<file path="src/rtl/muldiv_ctrl.sv">
// -----------------------------------------------------------------------------
// muldiv_ctrl
//   Iterative 32x32 multiply / divide unit for a MIPS-style HI/LO pipeline.
//   MULT/MULTU use shift-add and DIV/DIVU use restoring shift-subtract.
//   Each operation takes one 32-iteration RUN phase. A one-cycle DONE phase
//   follows RUN and pulses hilo_we with the HI/LO results.
//
//   Ports
//     clk      in   clock, all state on rising edge
//     rst      in   synchronous active-high reset (wins over everything)
//     start    in   operation request, only looked at in IDLE
//     op[1:0]  in   00 MULT, 01 MULTU, 10 DIV, 11 DIVU
//     a[31:0]  in   rs operand (multiplicand / dividend)
//     b[31:0]  in   rt operand (multiplier / divisor)
//     cancel   in   pipeline flush, aborts a pending operation
//     stall    out  combinational pipeline freeze
//     busy     out  registered, high in RUN and DONE
//     hilo_we  out  one-cycle HI/LO write strobe
//     hi_out   out  HI result, held between operations
//     lo_out   out  LO result, held between operations
//
//   Optional feature (compile-time macro MULDIV_DIVZERO_EARLY_EN):
//     When the macro is defined, DIV/DIVU by zero skips RUN and goes from
//     IDLE to DONE. The results are the same as those of the full
//     32-iteration run.
// -----------------------------------------------------------------------------
module muldiv_ctrl (
    input  logic        clk,
    input  logic        rst,
    input  logic        start,
    input  logic [1:0]  op,
    input  logic [31:0] a,
    input  logic [31:0] b,
    input  logic        cancel,
    output logic        stall,
    output logic        busy,
    output logic        hilo_we,
    output logic [31:0] hi_out,
    output logic [31:0] lo_out
);

    typedef enum logic [1:0] {
        S_IDLE = 2'd0,
        S_RUN  = 2'd1,
        S_DONE = 2'd2
    } state_t;

    state_t      state_q, state_d;
    logic [4:0]  cnt_q, cnt_d;
    logic        busy_q;
    logic [1:0]  op_q, op_d;
    logic        sa_q, sa_d, sb_q, sb_d;
    logic [31:0] opnd_q, opnd_d;   // |multiplicand| or |divisor|
    logic [32:0] rem_q, rem_d;     // product high half / partial remainder
    logic [31:0] quo_q, quo_d;     // multiplier bits / dividend -> quotient
    logic [31:0] hi_q, hi_d, lo_q, lo_d;

    logic [32:0] mul_sum;
    logic [32:0] div_shift;
    logic [33:0] div_diff;

    function automatic logic [31:0] abs32(input logic [31:0] x);
        return x[31] ? -x : x;
    endfunction

    // Apply the sign rules to the magnitude results. The result is {HI, LO}.
    function automatic logic [63:0] finalize(input logic [1:0]  f_op,
                                             input logic        f_sa,
                                             input logic        f_sb,
                                             input logic [31:0] hi_mag,
                                             input logic [31:0] lo_mag);
        logic [63:0] prod;
        logic [31:0] q;
        logic [31:0] r;
        prod = {hi_mag, lo_mag};
        q    = lo_mag;
        r    = hi_mag;
        if (!f_op[1]) begin
            if (f_sa ^ f_sb) prod = -prod;
            return prod;
        end
        if (f_sa ^ f_sb) q = -q;
        if (f_sa)        r = -r;
        return {r, q};
    endfunction

    // The multiply step adds the multiplicand when the current multiplier
    // LSB is set. The sum is then shifted right together with the multiplier.
    assign mul_sum   = rem_q + {1'b0, (quo_q[0] ? opnd_q : 32'd0)};
    // The divide step shifts in the next dividend bit and trial-subtracts.
    // Bit 33 of the difference is the borrow.
    assign div_shift = {rem_q[31:0], quo_q[31]};
    assign div_diff  = {1'b0, div_shift} - {2'b00, opnd_q};

    always_comb begin
        state_d = state_q;
        cnt_d   = cnt_q;
        op_d    = op_q;
        sa_d    = sa_q;
        sb_d    = sb_q;
        opnd_d  = opnd_q;
        rem_d   = rem_q;
        quo_d   = quo_q;
        hi_d    = hi_q;
        lo_d    = lo_q;
        stall   = 1'b0;
        hilo_we = 1'b0;

        case (state_q)
            S_IDLE: begin
                if (start && !cancel) begin
                    stall   = 1'b1;
                    op_d    = op;
                    sa_d    = ~op[0] & a[31];
                    sb_d    = ~op[0] & b[31];
                    opnd_d  = op[0] ? b : abs32(b);
                    quo_d   = op[0] ? a : abs32(a);
                    rem_d   = 33'd0;
                    cnt_d   = 5'd0;
                    state_d = S_RUN;
`ifdef MULDIV_DIVZERO_EARLY_EN
                    if (op[1] && (b == 32'd0)) begin
                        state_d      = S_DONE;
                        {hi_d, lo_d} = finalize(op, ~op[0] & a[31], 1'b0,
                                                (op[0] ? a : abs32(a)),
                                                32'hFFFF_FFFF);
                    end
`endif
                end
            end

            S_RUN: begin
                stall = 1'b1;
                if (op_q[1]) begin
                    if (!div_diff[33]) begin
                        rem_d = div_diff[32:0];
                        quo_d = {quo_q[30:0], 1'b1};
                    end else begin
                        rem_d = div_shift;
                        quo_d = {quo_q[30:0], 1'b0};
                    end
                end else begin
                    rem_d = {1'b0, mul_sum[32:1]};
                    quo_d = {mul_sum[0], quo_q[31:1]};
                end
                cnt_d = cnt_q + 5'd1;
                if (cancel) begin
                    state_d = S_IDLE;
                end else if (cnt_q == 5'd31) begin
                    state_d      = S_DONE;
                    // After 32 steps, {rem, quo} holds either {product hi, lo}
                    // or {remainder, quotient}. Both cases map to {HI, LO}.
                    {hi_d, lo_d} = finalize(op_q, sa_q, sb_q, rem_d[31:0], quo_d);
                end
            end

            S_DONE: begin
                stall   = 1'b1;
                hilo_we = ~cancel & ~rst;
                state_d = S_IDLE;
            end

            default: state_d = S_IDLE;
        endcase
    end

    always_ff @(posedge clk) begin
        if (rst) begin
            state_q <= S_IDLE;
            cnt_q   <= 5'd0;
            busy_q  <= 1'b0;
            hi_q    <= 32'd0;
            lo_q    <= 32'd0;
        end else begin
            state_q <= state_d;
            cnt_q   <= cnt_d;
            busy_q  <= (state_d != S_IDLE);
            hi_q    <= hi_d;
            lo_q    <= lo_d;
        end
        op_q   <= op_d;
        sa_q   <= sa_d;
        sb_q   <= sb_d;
        opnd_q <= opnd_d;
        rem_q  <= rem_d;
        quo_q  <= quo_d;
    end

    assign busy   = busy_q;
    assign hi_out = hi_q;
    assign lo_out = lo_q;

endmodule

</file>
<file path="config.mk">
export PLATFORM = sky130hd
export DESIGN_NAME = muldiv_ctrl
export DESIGN_NICKNAME = d
export VERILOG_FILES = /design/src/rtl/muldiv_ctrl.sv
export SDC_FILE = /design/constraint.sdc
export NUM_CORES = 1
export LEC_CHECK = 0
export BUFFER_PORTS_ARGS = -buffer_cell sky130_fd_sc_hd__buf_2
export CAP_MARGIN = 20
export CORE_UTILIZATION = 55
export CTS_BUF_LIST = sky130_fd_sc_hd__clkbuf_4
export CTS_CLUSTER_DIAMETER = 100
export DETAILED_ROUTE_END_ITERATION = 8
export GPL_TIMING_DRIVEN = 1
export MAX_ROUTING_LAYER = met4
export PLACE_DENSITY = 0.78
export SYNTH_ARGS = -nofsm -noshare
export SYNTH_HDL_FRONTEND = slang
export SYNTH_SLANG_ARGS = --single-unit
</file>
<file path="constraint.sdc">
create_clock -name clk -period 4.31 [get_ports clk]
set_input_delay 0.2155 -clock clk [delete_from_list [all_inputs] [get_ports clk]]
set_output_delay 0.2155 -clock clk [all_outputs]
set_load 0.1 [all_outputs]
</file>
; ---- Word level (Yosys, flattened, before mapping)
; Index checks and enable logic that the tools add are counted.
[classes]
addsub = 8
multipliers = 0
n_div = 0
n_lt_le_gt_ge = 0
n_eq_ne = 4
shifts = 0
muxes = 33
n_bitwise = 7
n_reduce_logical = 9
[ops]
columns = cell, n
row1 = $mux W32, 10
row2 = $mux W64, 3
row3 = $mux W33, 4
row4 = $neg A32 Y32, 4
row5 = $pmux W33 S2, 1
row6 = $neg A64 Y64, 1
row7 = $pmux W32 S2, 1
row8 = $sub A33 B32 Y34, 1
row9 = $add A33 B32 Y33, 1
row10 = $pmux W5 S2, 1
row11 = $mux W1, 7
row12 = $mux W2, 3
row13 = $add A5 B1 Y5 const B, 1
row14 = $eq A5 B5 Y1 const B, 1
row15 = $mux W5, 1
row16 = $pmux W2 S2, 1
row17 = $reduce_and A2 Y1, 2
row18 = $reduce_bool A2 Y1, 2
row19 = $and A1 B1 Y1, 3
row20 = $not A1 Y1, 3
row21 = $reduce_and A3 Y1, 1
row22 = $eq A2 B1 Y1 const B, 1
row23 = $eq A2 B2 Y1 const B, 1
row24 = $logic_not A2 Y1, 1
row25 = 6 further kinds, 6
[word_totals]
ff_bits = 173
latchBits = 0
ram_bits = 0
romBits = 0
input_bits = 70
output_inout_bits = 67
word_cells = 72
n_memories = 0

; ---- Depth between registers and ports, before layout
; Gate-level depths: netlist (run 1).
[logic_depth]
word_depth = 8
depth_mapped = 22
mapped_depth_nobuf = 20

; ---- Worst setup path before layout (run 1)
; Ideal clock, no wire load.
[synth_path]
path_kind = register to register
start = reg rem_q[3]
end = reg hi_q[30] (netlist: hi_out[30])
setup_ps = 119
arrival_time_ps = 4433
t_required_ps = 4191
setup_slack_ps = -242
stages_incl_launch_ff = 21
n_path_buf = 1
synth_period_minus_slack_ps = 4552
cell_sequence = edfxtp_1 ha_1 buf_6 a21o_4 a31o_1 o2111ai_4 nand3_4 o21ai_2 a31oi_1 inv_1 ha_1 o2111ai_1 nor4_1 nand4b_1 nor2_1 o21ai_0 nor2b_1 nor4_1 nand4b_1 a21o_1 a32o_1
[synth_via]
elab_chain_cells = 8
elab_cells_between_ends = 14
cone_classes = 4 x add/sub / 10 x mux
[synth_lines]
columns = item, line_no
row1 = from (decl), 54  ; logic [32:0] rem_q, rem_d;
row2 = from (signal assigned), 185  ; rem_q <= rem_d;
row3 = $sub A33 B32 Y34, 93  ; assign div_diff = {1'b0, div_shift} - {2'b00, opnd_q};
row4 = $mux W1 or $mux W33 (tied branches), 135  ; if (!div_diff[33]) begin
row5 = $mux W32 or $mux W33 (tied branches), 134  ; if (op_q[1]) begin
row6 = $mux W32 or $mux W33 (tied branches), 109  ; case (state_q)
row7 = $neg A64 Y64, 79  ; if (f_sa ^ f_sb) prod = -prod;
row8 = $mux W64, 79
row9 = $mux W64, 78  ; if (!f_op[1]) begin
row10 = $mux W64 (*), 82  ; if (f_sa ^ f_sb) q = -q;
row11 = to (signal assigned), 178  ; hi_q <= hi_d;
row12 = to (decl), 56  ; logic [31:0] hi_q, hi_d, lo_q, lo_d;
; Every way passes the cells marked *; elsewhere a longest branch is shown, timed or not. The select of a mux whose other input is x is not followed.
; A chain may end at the register's enable or synchronous reset.

; ---- Final worst setup path (run 1)
[layout_path]
start = reg quo_q[0]
end = reg hi_q[28] (netlist: hi_out[28])
[layout_via]
elab_chain_cells = 8
elab_cells_between_ends = 12
cone_classes = 3 x add/sub / 9 x mux
[layout_lines]
columns = item, line_no
row1 = from (decl), 55  ; logic [31:0] quo_q, quo_d;
row2 = from (signal assigned), 186  ; quo_q <= quo_d;
row3 = $mux W32, 89  ; assign mul_sum = rem_q + {1'b0, (quo_q[0] ? opnd_q : 32'd0)};
row4 = $add A33 B32 Y33, 89
row5 = $mux W32 or $mux W33 (tied branches), 134
row6 = $mux W32 or $mux W33 (tied branches), 109
row7 = $neg A64 Y64, 79
row8 = $mux W64, 79
row9 = $mux W64, 78
row10 = $mux W64 (*), 82
; Marks and branches as above.

==> key figures, run 1 <==
Finish
  • Count of nets after finishing: 2,338
  • Non-filler cells in the finished layout: 2,542
  • Share of post-route cells with drive strength above 1: 26.3%
  • Synthesis-to-layout area growth: 27.3%

Clock tree
  • Clock-pin slew on the worst setup and hold paths: 0.17 ns
  • Number of buffers created by CTS: 17
  • CTS sink cnt: 172
  • Total number of H-tree levels: 4
  • Root cell of the clock tree: sky130_fd_sc_hd__clkbuf_4
  • Maximum root-to-sink buffer count: 2
  • Clock latency on the worst-skew pair: 0.61 ns
  • CTS tree: done

Yosys
  • Post-synthesis cell area: 14,700 um^2
  • Dominant combinational cell family by area after synthesis: compound AO/OA/AOI/OAI gates
  • Synth Area in Compound Gates: 24.3%
  • Syn Area/Cell: 8.06 um^2
  • Ranking of synthesized cells by area: sky130_fd_sc_hd__edfxtp_1, sky130_fd_sc_hd__dfxtp_1, sky130_fd_sc_hd__ha_1, sky130_fd_sc_hd__a21oi_1, sky130_fd_sc_hd__nand2_1
  • Number of warnings printed during yosys synthesis: 0
  • Synthesized-area fraction occupied by and/or/nand/nor cells: 22.5%
  • Most repeated cell in the gate-level netlist after synthesis: sky130_fd_sc_hd__nand2_1
  • Dominant register cell in the synthesized netlist: sky130_fd_sc_hd__edfxtp_1
  • Top cell types by occurrence after synthesis: sky130_fd_sc_hd__nand2_1, sky130_fd_sc_hd__a21oi_1, sky130_fd_sc_hd__nor2_1
  • Syn nets: 1,968
  • Fraction of synthesized area in multiplexers: 2.79%
  • Number of synthesized flops with an enable pin: 100
  • Post-synthesis cell type with the largest combined area: sky130_fd_sc_hd__edfxtp_1
  • Synthesis-stage register bit count: 172
  • Post-Synthesis Cells: 1,822
  • Distinct cells, synth: 100
  • Async set or reset register ratio after synthesis: 0%
  • Portion of the post-synthesis area used by sequential elements: 30.3%
  • XOR/XNOR share of the synthesized area: 8.76%
  • Post-synthesis adder-cell area fraction: 6.58%
  • Fraction of synthesized cell area taken by the top area cell type: 20.4%

Placed design
  • RePlAce Congestion: 1.02
  • Placed wire-length estimate: 39,000 um
  • Count of port buffers added during placement: 136
  • Dpl cells: 2,451
  • Worst slack, placed: -0.110 ns

Worst setup path
  • Required time reported for the critical path endpoint: 4.84 ns
  • Worst setup path startpoint: quo_q[0]
  • Depth of the worst register-to-register path: 16
  • Setup slack of the worst register-to-register path: -0.02 ns
  • Category of the critical setup timing path: flop to flop
  • End point of the critical path: hi_out[28]
  • Kind of start point of the critical path: flop
  • Arrival @ worst endpoint: 4.86 ns
  • R2R Path End: hi_out[28]
  • Setup crit end kind: flop
  • Crit Path Max Fanout: 4
  • Launching point of the worst reg2reg path: quo_q[0]

Die
  • Area of the core: 26,100 um^2
  • Starting density of the core: 56.2%
  • Width of the die: 165 um
  • Die area: 27,400 um^2
  • Chip height: 165 um
  • Std-Cell Rows: 59
  • Boundary pin count: 137

Pwr
  • Clock network fraction of design power: 19.1%
  • Power spent charging and discharging nets: 1970 uW
  • Fraction of power spent switching nets: 39.7%
  • Total Power: 4960 uW
  • Worst voltage drop across the vdd grid: 0.233 mV
  • Power Dens Cells: 265 nW/um^2
  • Leakage power total: 0.00766 uW
  • Sequential cell fraction of total power: 38.0%
  • Combinational fraction of design power: 42.9%
  • Design internal power: 2990 uW

Flow run
  • # Max-Cap Violations: 0

Global routing
  • Number of global-route vias before repair: 14.7k
  • Overall fraction of global-route tracks in use: 37.8%
  • Sum of overflow across all layers after global routing: 0
  • Global-route wire length before repair: 77,500 um
  • Initial antenna violation count: 2
  • Maximum number of pins on one net before global-route repair: 66

Detailed routing
  • Per-cell via count in the routed design: 6.23
  • Top sig layer: met4
  • Post-route antenna net violation count: 0
  • Number of vias after detailed routing: 15.8k
  • Length of routed met2 wiring: 23,800 um
  • 1st-pass router iterations: 8
  • Routed wire length per instance: 20.1 um
  • Routed met1 length: 20,900 um
  • Sum of met3 wire segment lengths after detailed routing: 3660 um
  • Routed wire length: 51,000 um
  • DRC viols: 4
  • DRC violation total after the first TritonRoute iteration: 1,697

STA
  • Peak clock frequency supported by timing: 231 MHz
  • Worst slew margin: 35.4%
  • Worst Hold Slack: 0.0135 ns
  • Shortest clock period the worst path allows after layout: 4.33 ns
  • Clock skew: 0.0447 ns
  • Slew at the pin closest to its max-slew limit: 0.970 ns
  • Number of slew-limit violations in the final report: 0
  • Final hold violation count: 0
  • Number of endpoints failing setup at the final stage: 2
  • Unrepaired setup endpoints after global routing: yes
  • Post-layout worst setup margin: -0.0221 ns
  • Final period utilization: 101%

Run status
  • Status: complete, but fails checks
  • Violated checks: DRC, setup timing

Worst hold path
  • Path type of the worst min-delay path: primary input to flop
-- stage by stage --
step	setup TNS, ns	area [um^2]	util (%)
6_report	-0.0322	18700	71.6
5_1_grt	-1.30	18700	71.6
4_1_cts	-0.0101	18000	68.8
3_5_place_dp	-0.210	17300	66.3
3_3_place_gp	0	17300	66.3
2_1_floorplan	-0.0276	14700	-
-- power groups by stage --
| stage | Combinational (uW) | Clock, uW | Sequential [uW] |
|---|---|---|---|
| final | 2130 | 949 | 1880 |
| after global routing | 2270 | 1010 | 1890 |
| after CTS | 1950 | 953 | 1880 |
| after detailed placement | 1900 | 0 | 1920 |
| after global placement | 1880 | 0 | 1920 |
| after floorplan | 1130 | 0 | 1900 |
-- placed cells by master (no fill, tap or decap), types with 12 or more instances in the layout --
cell / instances
sky130_fd_sc_hd__nor2_1: 153
sky130_fd_sc_hd__nand3b_1: 12
sky130_fd_sc_hd__nor3_1: 47
sky130_fd_sc_hd__a211oi_1: 19
sky130_fd_sc_hd__o21ai_0: 114
sky130_fd_sc_hd__or3_1: 20
sky130_fd_sc_hd__ha_1: 63
sky130_fd_sc_hd__buf_4: 267
sky130_fd_sc_hd__xor2_1: 63
sky130_fd_sc_hd__buf_2: 136
sky130_fd_sc_hd__mux2i_1: 33
sky130_fd_sc_hd__xnor2_1: 83
sky130_fd_sc_hd__o211ai_1: 17
sky130_fd_sc_hd__nand3_1: 40
sky130_fd_sc_hd__a21oi_1: 164
sky130_fd_sc_hd__dlygate4sd3_1: 33
sky130_fd_sc_hd__inv_1: 72
sky130_fd_sc_hd__a21oi_2: 16
sky130_fd_sc_hd__a31oi_1: 27
sky130_fd_sc_hd__o21a_1: 19
sky130_fd_sc_hd__nand2_1: 198
sky130_fd_sc_hd__edfxtp_1: 100
sky130_fd_sc_hd__a21o_1: 15
sky130_fd_sc_hd__nor4_1: 14
sky130_fd_sc_hd__and3_1: 14
sky130_fd_sc_hd__dfxtp_1: 72
sky130_fd_sc_hd__nand4_1: 25
sky130_fd_sc_hd__nand2b_1: 18
sky130_fd_sc_hd__o21ai_1: 13
sky130_fd_sc_hd__o31ai_1: 17
sky130_fd_sc_hd__and2_1: 47
sky130_fd_sc_hd__clkbuf_4: 17
-- sequential cells by signal, summed over array words and instances, names as in the netlist --
| name | count |
|---|---|
| rem_q | 33 |
| busy | 1 |
| quo_q | 32 |
| hi_out | 32 |
| sa_q | 1 |
| cnt_q | 5 |
| sb_q | 1 |
| opnd_q | 32 |
| state_q | 2 |
| lo_out | 32 |
| op_q | 1 |
-- critical path, stage by stage, from the launching register on --
cell and delay [ns]:
sky130_fd_sc_hd__edfxtp_1 0.46, sky130_fd_sc_hd__and2_4 0.20, sky130_fd_sc_hd__ha_4 0.16, sky130_fd_sc_hd__fa_2 0.36, sky130_fd_sc_hd__a21o_1 0.20, sky130_fd_sc_hd__a221oi_2 0.24, sky130_fd_sc_hd__buf_4 0.18, sky130_fd_sc_hd__nand3b_1 0.19
sky130_fd_sc_hd__a311oi_2 0.13, sky130_fd_sc_hd__or3_4 0.41, sky130_fd_sc_hd__a221oi_2 0.26, sky130_fd_sc_hd__a311o_1 0.24, sky130_fd_sc_hd__nand3_4 0.13, sky130_fd_sc_hd__nor4_4 0.34, sky130_fd_sc_hd__a31oi_1 0.13, sky130_fd_sc_hd__or3_1 0.38
sky130_fd_sc_hd__a311oi_1 0.26
-- metal layers --
layer / global-route usage (%) / vias to the layer above
met3: 4.85 / 183
met1: 47.7 / 7457
met5: - / -
met2: 60.4 / 766
met4: 17.2 / 0
li1: - / 7440
-- cells by family (layout without fill, tap and decap cells) --
family                     after synthesis  count (layout)
other                                    0               2
buffers and inverters                  170             553
and+or+nand+nor                        665             665
muxes                                   40              40
DFF                                    172             172
adders and majority gates               76              76
xor gates and xnor gates               147             147
AOI/OAI and AO/OA                      552             552
-- layout make-up --
cell class,count,area [um^2]
fill,2044,7430
sequential,172,4440
timing repair buffer,446,3140
clock buffer,17,128
antenna,2,5.00
tap,335,419
clock inverter,15,148
multi-input combinational,1480,10100
inverter,75,282
-- timing repair --
action,CTS,global route
pin swaps,3,58
endpoints found under the hold margin,35,1
buffers inserted,1,23
hold buffers,32,1
endpoints found under the setup margin,7,24
resized for setup,9,117
-- worst min-delay path by stage --
stage | startpoint | to | slack [ns] | cells past startpoint
global route | a[28] | quo_q[28] | 0.02 | 4
detailed placement | op[1] | op_q[1] | 0.39 | 1
floorplan | op[1] | op_q[1] | 0.31 | 0
CTS | b[18] | opnd_q[18] | 0.0006 | 3
finish | b[18] | opnd_q[18] | 0.01 | 3
global placement | op[1] | op_q[1] | 0.39 | 1
(Power assumes the default switching activity.)
==> inputs of run 2 (changes only) <==
Settings changed: CORE_MARGIN set to 2, SKIP_LAST_GASP set to 1.
==> run 2 against run 1 <==
Global-route usage up 0.29 points. Critical path depth up 3. The flow still finishes with violations (DRC, setup timing). Largest power group unchanged. Combinational power down 2%. Final cell count up 0.20%.
==> key figures, run 2 (same netlist as run 1, synthesis figures left out) <==
STA
  • Clock skew: 0.0302 ns (-0.0146 ns)
  • Final period utilization: 100% (-0.48 points)
  • Sum of negative setup slack: -0.00145 ns (+0.0308 ns)
  • Slew at the pin closest to its max-slew limit: 1.09 ns (+0.119 ns)
  • Unrepaired setup endpoints after global routing: yes
  • Number of slew-limit violations in the final report: 0 (unchanged)
  • Shortest clock period the worst path allows after layout: 4.31 ns (-0.0206 ns)
  • Peak clock frequency supported by timing: 232 MHz (+0.48%)
  • Worst slew margin: 27.2% (-8.2 points)
  • Final hold violation count: 0 (unchanged)
  • Post-layout worst setup margin: -0.00145 ns (+0.0206 ns)
  • Number of endpoints failing setup at the final stage: 1 (-1)

Clock tree
  • Root cell of the clock tree: sky130_fd_sc_hd__clkbuf_4
  • Clock-pin slew on the worst setup and hold paths: 0.19 ns (+0.02 ns)
  • CTS tree: done
  • Number of buffers created by CTS: 17 (unchanged)
  • Clock latency on the worst-skew pair: 0.60 ns (about the same)
  • Maximum root-to-sink buffer count: 2 (unchanged)
  • Total number of H-tree levels: 4 (unchanged)
  • CTS sink cnt: 172 (unchanged)

Detailed routing
  • DRC violation total after the first TritonRoute iteration: 1,490 (-12%)
  • Length of routed met2 wiring: 24,200 um (+1.7%)
  • Post-route antenna net violation count: 0 (unchanged)
  • Routed wire length: 52,400 um (+2.7%)
  • Routed met1 length: 22,000 um (+5.3%)
  • 1st-pass router iterations: 7 (-1)
  • Number of vias after detailed routing: 15.6k (-1.4%)
  • Top sig layer: met4
  • Sum of met3 wire segment lengths after detailed routing: 3770 um (+3.0%)
  • DRC viols: 1 (-3)
  • Per-cell via count in the routed design: 6.14 (-1.6%)
  • Routed wire length per instance: 20.6 um (+2.5%)

Worst setup path
  • Category of the critical setup timing path: flop to flop
  • Number of logic stages on the critical path including buffering: 19 (+3)
  • Crit Path Max Fanout: 7 (+3)
  • Slowest cell on the critical path: sky130_fd_sc_hd__edfxtp_1
  • Category of cells accounting for the largest share of critical-path delay: compound AO/OA/AOI/OAI gates
  • Required time reported for the critical path endpoint: 4.83 ns (about the same)
  • Critical path buffer and inverter count: 2 (+1)
  • Cells along the critical path: ha_1 -> and4b_1 -> a2111o_1 -> o31ai_4 -> a21o_4 -> a31oi_4 -> inv_2 -> ha_4 -> o2111ai_4 -> nor4_2 -> nand4b_1 -> nor2_2 -> o21ai_2 -> nor2b_4 -> nor4_4 -> buf_4 -> nand4b_1 -> a21o_1 -> a32o_1
  • Setup crit end kind: flop
  • Depth of the worst register-to-register path: 19 (+3)
  • Largest stage delay on the critical path: 0.50 ns (+0.04 ns)
  • Library cell appearing most often on the critical path: sky130_fd_sc_hd__nand4b_1
  • Kind of start point of the critical path: flop
  • Arrival @ worst endpoint: 4.83 ns (-0.03 ns)

Die
  • Boundary pin count: 137 (unchanged)
  • Chip height: 167 um (+1.2%)
  • Die area: 28,000 um^2 (+2.4%)
  • Width of the die: 167 um (+1.2%)
  • Starting density of the core: 56.2% (unchanged)
  • Std-Cell Rows: 59 (unchanged)
  • Area of the core: 26,100 um^2 (unchanged)

Placed design
  • RePlAce Congestion: 1.04 (+1.9%)
  • Worst slack, placed: -0.125 ns (-0.0151 ns)
  • Placed wire-length estimate: 40,800 um (+4.6%)
  • Count of port buffers added during placement: 136 (unchanged)

Global routing
  • Overall fraction of global-route tracks in use: 38.1% (+0.29 points)
  • Global-route wire length before repair: 81,600 um (+5.4%)
  • Maximum number of pins on one net before global-route repair: 59 (-11%)
  • Initial antenna violation count: 2 (unchanged)
  • Sum of overflow across all layers after global routing: 0 (unchanged)
  • Number of global-route vias before repair: 15.1k (+2.8%)

Finish
  • Max FFs per register: 33 (unchanged)
  • Synthesis-to-layout area growth: 26.1%
  • Most flops, register: rem_q
  • Share of post-route cells with drive strength above 1: 25.2% (-1.0 points)
  • Count of nets after finishing: 2,343 (+0.21%)
  • Most frequent cells in the layout: sky130_fd_sc_hd__buf_4, sky130_fd_sc_hd__nand2_1, sky130_fd_sc_hd__a21oi_1
  • Commonest non-fill, non-tap cell in the layout: sky130_fd_sc_hd__buf_4

Run status
  • Violated checks: DRC, setup timing
  • Status: complete, but fails checks

Pwr
  • Worst voltage drop across the vdd grid: 0.169 mV (-28%)
  • Power Dens Cells: 268 nW/um^2 (+1.0%)
  • Leakage power total: 0.00768 uW (+0.21%)

Worst hold path
  • Path type of the worst min-delay path: primary input to flop
  • Cell depth of the worst min-delay path: 4 (+1)

Flow run
  • # Max-Cap Violations: 0 (unchanged)
run 2: worst paths after layout:
path                                 from         end  slack [ns]
worst max-delay path            rem_q[28]  hi_out[30]      -0.001
worst min-delay path                a[30]   quo_q[30]        0.02
worst min register to register  lo_out[3]   lo_out[3]        0.46
worst max register to register  rem_q[28]  hi_out[30]      -0.001
run 2: metrics by stage:
step	hold slack (ns)	utilization, %	instances	power, uW	area [um^2]
final	0.0189	70.9	2547	4970	18500
after global routing	0.0113	70.9	2547	5180	18500
after CTS	0.00123	69.2	2528	4840	18100
after detailed placement	0.396	66.7	2462	3850	17400
after global placement	0.393	66.7	2462	3820	17400
after floorplan	0.314	-	1822	3040	14700
run 2: area by class of cell:
class                           count  area, um^2
Clock inverter                     14         148
Tap cell                          335         419
Multi-Input combinational cell   1480        9930
Fill cell                        2192        7600
Antenna cell                        3        7.51
Timing Repair Buffer              451        3170
Clock buffer                       17         128
Sequential cell                   172        4440
Inverter                           75         282
run 2: worst min-delay path, cell delays in order:
cell,delay (ns)
sky130_fd_sc_hd__buf_2,0.10
sky130_fd_sc_hd__xnor2_1,0.11
sky130_fd_sc_hd__nand2_1,0.05
sky130_fd_sc_hd__o21ai_0,0.06
run 2: what timing repair did:
action,in CTS,in global routing
buffers inserted,3,15
endpoints found under the setup margin,8,26
pin swaps,2,23
hold buffers,32,1
resized for setup,7,71
endpoints found under the hold margin,31,1
run 2: routing by layer:
layer  track usage, %  vias to the layer above
li1                 -                     7460
met1             47.5                     7334
met2             61.1                      697
met3             6.74                      136
met4             16.3                        0
met5                -                        -
run 2: where the power goes:
part	leakage [uW]	switching, uW	internal, uW
combinational	0.00600	1210	883
clock	0.000154	724	264
sequential	0.00153	57.0	1830
